### src/rtl/bus_grant_ctrl.sv
// Bus grant controller: pops one queued sender, grants the bus until done, then one dead turnaround cycle.
// Optional forced release after MAX_HOLD grant cycles when BUS_HOLD_TIMEOUT_EN is defined.
module bus_grant_ctrl #(
  parameter int unsigned MAX_HOLD = 64,
  parameter int unsigned CNT_W    = 7
) (
  input  logic       clk,
  input  logic       clr,
  input  logic       valid,
  input  logic [3:0] send_id,
  input  logic [4:0] done,
  output logic       pull,
  output logic [4:0] grant,
  output logic       bus_busy,
  output logic [3:0] owner_id,
  output logic       timeout
);

  typedef enum logic [1:0] {
    IDLE  = 2'd0,
    GRANT = 2'd1,
    TURN  = 2'd2
  } state_t;

  state_t     state_q;
  logic [4:0] grant_q;
  logic [3:0] owner_q;
  logic       owner_done;

  function automatic logic [4:0] decode_grant(input logic [3:0] id);
    if (id[3:2] == 2'b11) return 5'b10000;
    return 5'b00001 << id[1:0];
  endfunction

  assign owner_done = |(done & grant_q);

`ifdef BUS_HOLD_TIMEOUT_EN
  logic [CNT_W-1:0] cnt_q;
  logic             timeout_q;
  logic             hold_expired;

  assign hold_expired = (cnt_q == CNT_W'(MAX_HOLD - 1));
  assign timeout      = timeout_q;
`else
  assign timeout      = 1'b0;
`endif

  always_ff @(posedge clk or negedge clr) begin
    if (!clr) begin
      state_q   <= IDLE;
      grant_q   <= '0;
      owner_q   <= '0;
`ifdef BUS_HOLD_TIMEOUT_EN
      cnt_q     <= '0;
      timeout_q <= 1'b0;
`endif
    end else begin
`ifdef BUS_HOLD_TIMEOUT_EN
      timeout_q <= 1'b0;
`endif
      case (state_q)
        IDLE: begin
          if (valid) begin
            owner_q <= send_id;
            grant_q <= decode_grant(send_id);
`ifdef BUS_HOLD_TIMEOUT_EN
            cnt_q   <= '0;
`endif
            state_q <= GRANT;
          end
        end
        GRANT: begin
`ifdef BUS_HOLD_TIMEOUT_EN
          if (cnt_q != '1) cnt_q <= cnt_q + 1'b1;
`endif
          // done from the owner takes priority over a coincident hold expiry
          if (owner_done) begin
            grant_q <= '0;
            state_q <= TURN;
          end
`ifdef BUS_HOLD_TIMEOUT_EN
          else if (hold_expired) begin
            grant_q   <= '0;
            timeout_q <= 1'b1;
            state_q   <= TURN;
          end
`endif
        end
        TURN: begin
          state_q <= IDLE;
        end
        default: begin
          state_q <= IDLE;
          grant_q <= '0;
        end
      endcase
    end
  end

  // Gated by clr so the queue cannot pop while reset is held
  assign pull     = clr & (state_q == IDLE);
  assign grant    = grant_q;
  assign bus_busy = (state_q == GRANT);
  assign owner_id = owner_q;

  a_grant_onehot : assert property (@(posedge clk) disable iff (!clr) $onehot0(grant_q));
  a_param_legal  : assert property (@(posedge clk)
    (MAX_HOLD >= 2) && (MAX_HOLD <= 127) && ((MAX_HOLD >> CNT_W) == 0));

endmodule

### config.mk
export PLATFORM = sky130hd
export DESIGN_NAME = bus_grant_ctrl
export DESIGN_NICKNAME = d
export VERILOG_FILES = /design/src/rtl/bus_grant_ctrl.sv
export SDC_FILE = /design/constraint.sdc
export NUM_CORES = 1
export LEC_CHECK = 0
export BUFFER_PORTS_ARGS = -buffer_cell sky130_fd_sc_hd__buf_2
export CAP_MARGIN = 20
export CORE_AREA = 4 4 41 43
export CTS_CLUSTER_DIAMETER = 200
export CTS_CLUSTER_SIZE = 16
export DETAILED_ROUTE_END_ITERATION = 8
export DIE_AREA = 0 0 45 47
export PLACE_DENSITY = 0.67
export SLEW_MARGIN = 30
export SYNTH_ARGS = -nofsm -noshare
export SYNTH_HDL_FRONTEND = slang
export SYNTH_SLANG_ARGS = --single-unit
export TNS_END_PERCENT = 50
### constraint.sdc
create_clock -name clk -period 3.2 [get_ports clk]
set_clock_uncertainty 0.1 [all_clocks]
set_input_delay 0.64 -clock clk [delete_from_list [all_inputs] [get_ports clk]]
set_output_delay 0.64 -clock clk [all_outputs]
set_load 0.02 [all_outputs]
==> results.sh, run 1 <==
export IMPL_die_y_um=47
export IMPL_syn_area_um2=503
export IMPL_cts_buffer_depth=2
export IMPL_finalSetupViolations=0
export IMPL_wire_per_inst_um=13.0
export IMPL_fmax_mhz=514
export IMPL_cts_tree="built"
export IMPL_wirelength_um=1050
export IMPL_criticalPathCategory="flop to primary output"
export IMPL_endpoint_kind="primary output"
export IMPL_track_usage_pct=11.3
export IMPL_drc=0
export IMPL_port_buffers=22
export IMPL_synth_cell_type_count=19
export IMPL_hold_viol=0
export IMPL_setup_tns_ps=0
export IMPL_cap_violations=0
export IMPL_diodes=0
export IMPL_post_cts_buffers=0
export IMPL_final_cell_area_um2=651
export IMPL_power_share_sequential_pct=38.1
export IMPL_root_buffer="clkbuf_4"
export IMPL_synth_seq_cells=11
export IMPL_cts_buffers=3
export IMPL_cp_data_arrival_time_ps=1210
export IMPL_finalMaxSlewViolations=0
export IMPL_ioPinCount=24
export IMPL_first_global_vias=380
export IMPL_area_growth_pct=29.4
export IMPL_period_needed_ps=1950
export IMPL_die_area_um2=2120
export IMPL_use_met2_pct=15.5
export IMPL_cts_repair_resized=0
export IMPL_fillers=130
export IMPL_drt_iter0_drc=0
export IMPL_power_frac_clock_pct=14.8
export IMPL_final_core_util_pct=50.0
export IMPL_dr_pass1_iters=1
export IMPL_globalRouteMet1Util_pct=14.6
export IMPL_p_switching_mw=0.255
export IMPL_switching_share_pct=40.8
export IMPL_top_usage_layer="met2"
export IMPL_dp_cells=77
export IMPL_max_vdd_ir_drop_uv=319
export IMPL_place_area_um2=624
export IMPL_grt_overflow_total=0
export IMPL_p_leak_nw=0.346
export IMPL_final_cells=81
export IMPL_coreArea_um2=1300
export IMPL_cts_hold_fix_buffers=0
export IMPL_viasPerCell=4.78
export IMPL_p_int_mw=0.370
export IMPL_htree_levels=1
export IMPL_start_util_pct=38.7
export IMPL_drive_above_1_share_pct=50.0
export IMPL_row_count=13
export IMPL_grt_start_max_net_pins=13
export IMPL_fin_nets=79
export IMPL_syn_area_per_cell_um2=12.3
export IMPL_synth_nets=53
export IMPL_clock_latency_ps=260
export IMPL_cts_clk_slew_worst_paths_ps=70
export IMPL_outcome="complete, no violations"
export IMPL_worst_setup_path_start_kind="flop"
export IMPL_crit_fanout=4
export IMPL_dpl_hpwl_um=858
export IMPL_ys_seq_area_share_pct=54.7
export IMPL_clock_sinks=11
export IMPL_period_share_pct=60.8
export IMPL_die_width_um=45
export IMPL_syn_inst=41
export IMPL_place_congestion=0.696
export IMPL_comb_power_share_pct=47.1
export IMPL_use_met3_pct=3.45
export IMPL_required_ps=2460
export IMPL_min_path_type="input port to asynchronous set/reset pin"
export IMPL_antenna_left=0
export IMPL_num_vias=387
export IMPL_yosys_warnings=0
export IMPL_grt_pass1_wl_um=1590
export IMPL_rsz0062_at_grt="no"
export IMPL_power_density_nw_per_um2=960
export IMPL_antenna_found_initial=0
stage by stage:
stage / hold WS, ps / power, mW / setup WS (ps)
6_report: 130 / 0.625 / 1250
5_1_grt: 149 / 0.668 / 1150
4_1_cts: 135 / 0.634 / 1240
3_5_place_dp: 381 / 0.539 / 1240
3_3_place_gp: 362 / 0.534 / 1250
2_1_floorplan: 244 / 0.445 / 1560
kinds of logic after synthesis:
group,count (synthesis),share of synthesized area [%]
other,1,0.746
muxes,5,12.7
and+or+nand+nor,17,20.6
buffers and inverters,1,1.49
AOI/OAI and AO/OA,6,9.70
DFF,11,54.7
flip-flops by register name, summed over array words and instances (netlist names):
register,flops
state_q,2
owner_id,4
grant,5
power groups by stage:
stage | clock network [mW] | registers (mW) | logic (mW)
6_report | 0.0923 | 0.238 | 0.294
5_1_grt | 0.102 | 0.246 | 0.320
4_1_cts | 0.0963 | 0.239 | 0.299
3_5_place_dp | 0 | 0.239 | 0.299
3_3_place_gp | 0 | 0.238 | 0.296
2_1_floorplan | 0 | 0.292 | 0.153
routing by layer:
metal | routed length (um) | up-vias
li1 | - | 194
met1 | 482 | 179
met2 | 482 | 12
met3 | 73 | 2
met4 | 10 | 0
met5 | 0 | -
layout by cell type, fill, tap and decap left out:
cell type | netlist | layout
buf_2 | 0 | 22
dfrtp_1 | 11 | 11
nand2_1 | 7 | 7
mux2_2 | 3 | 3
clkbuf_4 | 0 | 3
and2_1 | 2 | 2
a22oi_1 | 2 | 2
o2bb2ai_1 | 2 | 2
mux2_4 | 2 | 2
nor2b_4 | 1 | 1
nor2_1 | 1 | 1
nor2b_1 | 1 | 1
nand4_2 | 1 | 1
o21ai_2 | 1 | 1
nand3_1 | 1 | 1
nor3b_1 | 1 | 1
a21o_1 | 1 | 1
nor4_1 | 1 | 1
nor4bb_1 | 1 | 1
conb_1 | 1 | 1
clkbuf_1 | 0 | 1
cells in the mapped netlist:
cell type   n  area share, %
o2bb2ai_1   2            3.5
nand3_1     1           0.99
o21ai_2     1            1.7
nor4_1      1            1.2
nand2_1     7            5.2
and2_1      2            2.5
nand4_2     1            2.5
a22oi_1     2            3.0
a21o_1      1            1.5
nor3b_1     1            1.5
nor2_1      1           0.75
nor4bb_1    1            2.0
mux2_4      2            6.0
conb_1      1           0.75
buf_4       1            1.5
nor2b_4     1            2.7
mux2_2      3            6.7
dfrtp_1    11             55
nor2b_1     1            1.2
critical path: stages, from the launching register on:
cell and delay (ps):
dfrtp_1 430, nor2_1 210, and2_1 150, buf_2 150
area by class of cell:
cell class / count / area, um2 / share of cell area, %
Sequential cell: 11 / 275 / 42.3
Multi-Input combinational cell: 29 / 220 / 33.8
Timing Repair Buffer: 22 / 110 / 16.9
Clock buffer: 4 / 26.3 / 4.04
Tap cell: 15 / 18.8 / 2.88
worst paths after layout:
kind | cells after the start | to | startpoint | slack [ps]
worst min-delay path | 1 | state_q[0] | clr | 130
worst max register to register | 4 | grant[0] | grant[0] | 1680
worst min register to register | 2 | owner_id[1] | owner_id[1] | 400
worst max-delay path | 3 | pull | state_q[0] | 1250
max in group asynchronous | 1 | grant[2] | clr | 2670
min in group clk | 2 | owner_id[1] | owner_id[1] | 400
Power figures use the tool's default switching activity.
==> inputs of run 2 (changes only) <==
- ABC_AREA: default -> 1
- CORE_AREA: 4 4 41 43 -> default
- CORE_MARGIN: default -> 4
- CORE_UTILIZATION: default -> 40
- DIE_AREA: 0 0 45 47 -> default
- PLACE_DENSITY: 0.67 -> 0.71
- clock period: 3.2 -> 1.6 ns (I/O delays scaled with it)
==> results.sh, run 2 <==
export IMPL_power_frac_clock_pct=38.5
export IMPL_period_needed_ps=1500
export IMPL_drt_iter0_drc=4
export IMPL_hold_viol=0
export IMPL_fmax_mhz=668
export IMPL_power_density_nw_per_um2=679
export IMPL_synth_ff_type="dfrtp_1"
export IMPL_final_cells=112
export IMPL_num_vias=516
export IMPL_dpl_hpwl_um=1050
export IMPL_wirelength_um=1290
export IMPL_criticalPathCategory="flop to primary output"
export IMPL_antenna_left=0
export IMPL_grt_overflow_total=0
export IMPL_drive_above_1_share_pct=37.1
export IMPL_grt_pass1_wl_um=1990
export IMPL_antenna_found_initial=0
export IMPL_syn_area_um2=573
export IMPL_use_met3_pct=5.93
export IMPL_p_int_mw=0.389
export IMPL_fin_nets=110
export IMPL_cap_violations=0
export IMPL_coreArea_um2=1320
export IMPL_viasPerCell=4.61
export IMPL_worst_slack_ps=103
export IMPL_switching_share_pct=23.0
export IMPL_use_met2_pct=21.4
export IMPL_ioPinCount=24
export IMPL_die_area_um2=2100
export IMPL_final_core_util_pct=56.5
export IMPL_crit_fanout=3
export IMPL_required_ps=1180
export IMPL_p_leak_nw=0.435
export IMPL_track_usage_pct=13.7
export IMPL_yosys_warnings=0
export IMPL_cts_buffers=3
export IMPL_min_path_type="input port to flop"
export IMPL_p_switching_mw=0.116
export IMPL_row_count=13
export IMPL_ys_seq_area_share_pct=48.0
export IMPL_dp_slack_ps=356
export IMPL_wire_per_inst_um=11.5
export IMPL_diodes=0
export IMPL_period_share_pct=93.5
export IMPL_synth_edf_count=0
export IMPL_comb_power_share_pct=6.6
export IMPL_hold_depth=3
export IMPL_finalSetupViolations=0
export IMPL_syn_area_per_cell_um2=8.19
export IMPL_dr_pass1_iters=2
export IMPL_clock_sinks=11
export IMPL_synth_seq_cells=11
export IMPL_synth_common_cells="29 x nand2_1, 11 x dfrtp_1, 7 x nand3_1, 4 x inv_1, 4 x nor2_1"
export IMPL_yosysMostFrequentCell="nand2_1"
export IMPL_start_util_pct=43.5
export IMPL_power_share_sequential_pct=55.0
export IMPL_place_congestion=0.778
export IMPL_first_global_vias=479
export IMPL_port_buffers=22
export IMPL_die_width_um=45.9
export IMPL_final_common_cell="nand2_1"
export IMPL_fillers=126
export IMPL_worst_setup_path_start_kind="flop"
export IMPL_setup_tns_ps=0
export IMPL_dp_cells=107
export IMPL_layout_common_cells="29 x nand2_1, 22 x buf_2, 10 x dfrtp_1"
export IMPL_synth_top_cells_by_area="dfrtp_1 48%, nand2_1 19%, nand3_1 6.1%, nand2_4 3.9%, nor2_4 3.9%"
export IMPL_rsz0062_at_grt="no"
export IMPL_globalRouteMet1Util_pct=15.9
export IMPL_cts_clk_slew_worst_paths_ps=80
export IMPL_syn_inst=70
export IMPL_grt_start_max_net_pins=12
export IMPL_cts_buffer_depth=2
export IMPL_cts_tree="built"
export IMPL_top_usage_layer="met2"
export IMPL_finalMaxSlewViolations=0
export IMPL_max_vdd_ir_drop_uv=395
export IMPL_cp_data_arrival_time_ps=1080
export IMPL_synth_cell_type_count=17
export IMPL_drc=0
export IMPL_largest_reg_flops=5
export IMPL_post_cts_buffers=0
export IMPL_total_power_mw=0.505
export IMPL_area_growth_pct=29.9
export IMPL_htree_levels=1
export IMPL_synth_nets=82
export IMPL_root_buffer="clkbuf_4"
export IMPL_die_y_um=45.9
export IMPL_endpoint_kind="primary output"
export IMPL_synth_largest_area_cell="dfrtp_1"
export IMPL_yosysTopAreaCellShare_pct=48.0
export IMPL_worstRegToRegCells=7
export IMPL_clock_latency_ps=270
export IMPL_outcome="complete, no violations"
export IMPL_async_flop_share_pct=100
## run 2: changes by cell type after synthesis, moves of 2 or more
cell       change
a22oi_1        -2
and2_1         -2
inv_1          +4
mux2_2         -3
mux2_4         -2
nand2_1       +22
nand2_4        +2
nand3_1        +6
nor2_1         +3
nor2_4         +2
o21ai_1        +2
o2bb2ai_1      -2
## run 2: critical path: stages, from the launching register on
cell and delay, ps:
dfrtp_1 440, inv_2 90, nand2_2 80, inv_1 50, buf_2 150
## run 2: logic make-up (layout without fill, tap and decap cells)
kind of cell / count (synthesis) / count (layout) / share of synthesized area, %
buffers and inverters: 6 / 33 / 4.58
other: 1 / 1 / 0.654
and+or+nand+nor: 48 / 48 / 42.6
DFF: 11 / 11 / 48.0
AOI/OAI and AO/OA: 4 / 4 / 4.15
## run 2: path summary, 6_finish.rpt
check,to,slack [ps],startpoint
setup / recovery,bus_busy,100,state_q[1]
hold / removal,owner_id[3],200,send_id[3]
setup reg to reg,grant[3],420,state_q[1]
hold reg to reg,owner_id[2],370,owner_id[2]
max in group asynchronous,state_q[0],820,clr
min in group asynchronous,owner_id[2],420,clr
## run 2: per-stage QoR
stage,hold slack (ps),cell area (um2)
floorplan,-75.6,573
global placement,180,702
detailed placement,171,702
CTS,197,738
global route,215,744
finish,203,744
## run 2: layer usage
metal,wire length (um),vias to the layer above
li1,-,274
met1,541,232
met3,67,2
met5,0,-
met2,666,8
met4,15,0
## run 2: layout make-up
cell class                 count  area (um2)  share of cell area [%]
sequential                    11         277                    37.1
multi-input combinational     53         277                    37.1
timing repair buffer          24         128                    17.1
clock buffer                   4        26.3                    3.53
inverter                       5        18.8                    2.52
tap                           15        18.8                    2.52
## run 2: power by group through the flow
stage | logic, mW | clock network (mW) | registers [mW]
final | 0.0331 | 0.194 | 0.278
after global routing | 0.0362 | 0.216 | 0.278
after CTS | 0.0332 | 0.200 | 0.278
after detailed placement | 0.0312 | 0 | 0.283
after global placement | 0.0312 | 0 | 0.283
after floorplan | 0.00831 | 0 | 0.283
## run 2: timing repair
item,in CTS,in global routing
endpoints found under the hold margin,11,0
resized for setup,0,2
setup endpoints to repair,0,1
hold buffers,1,0
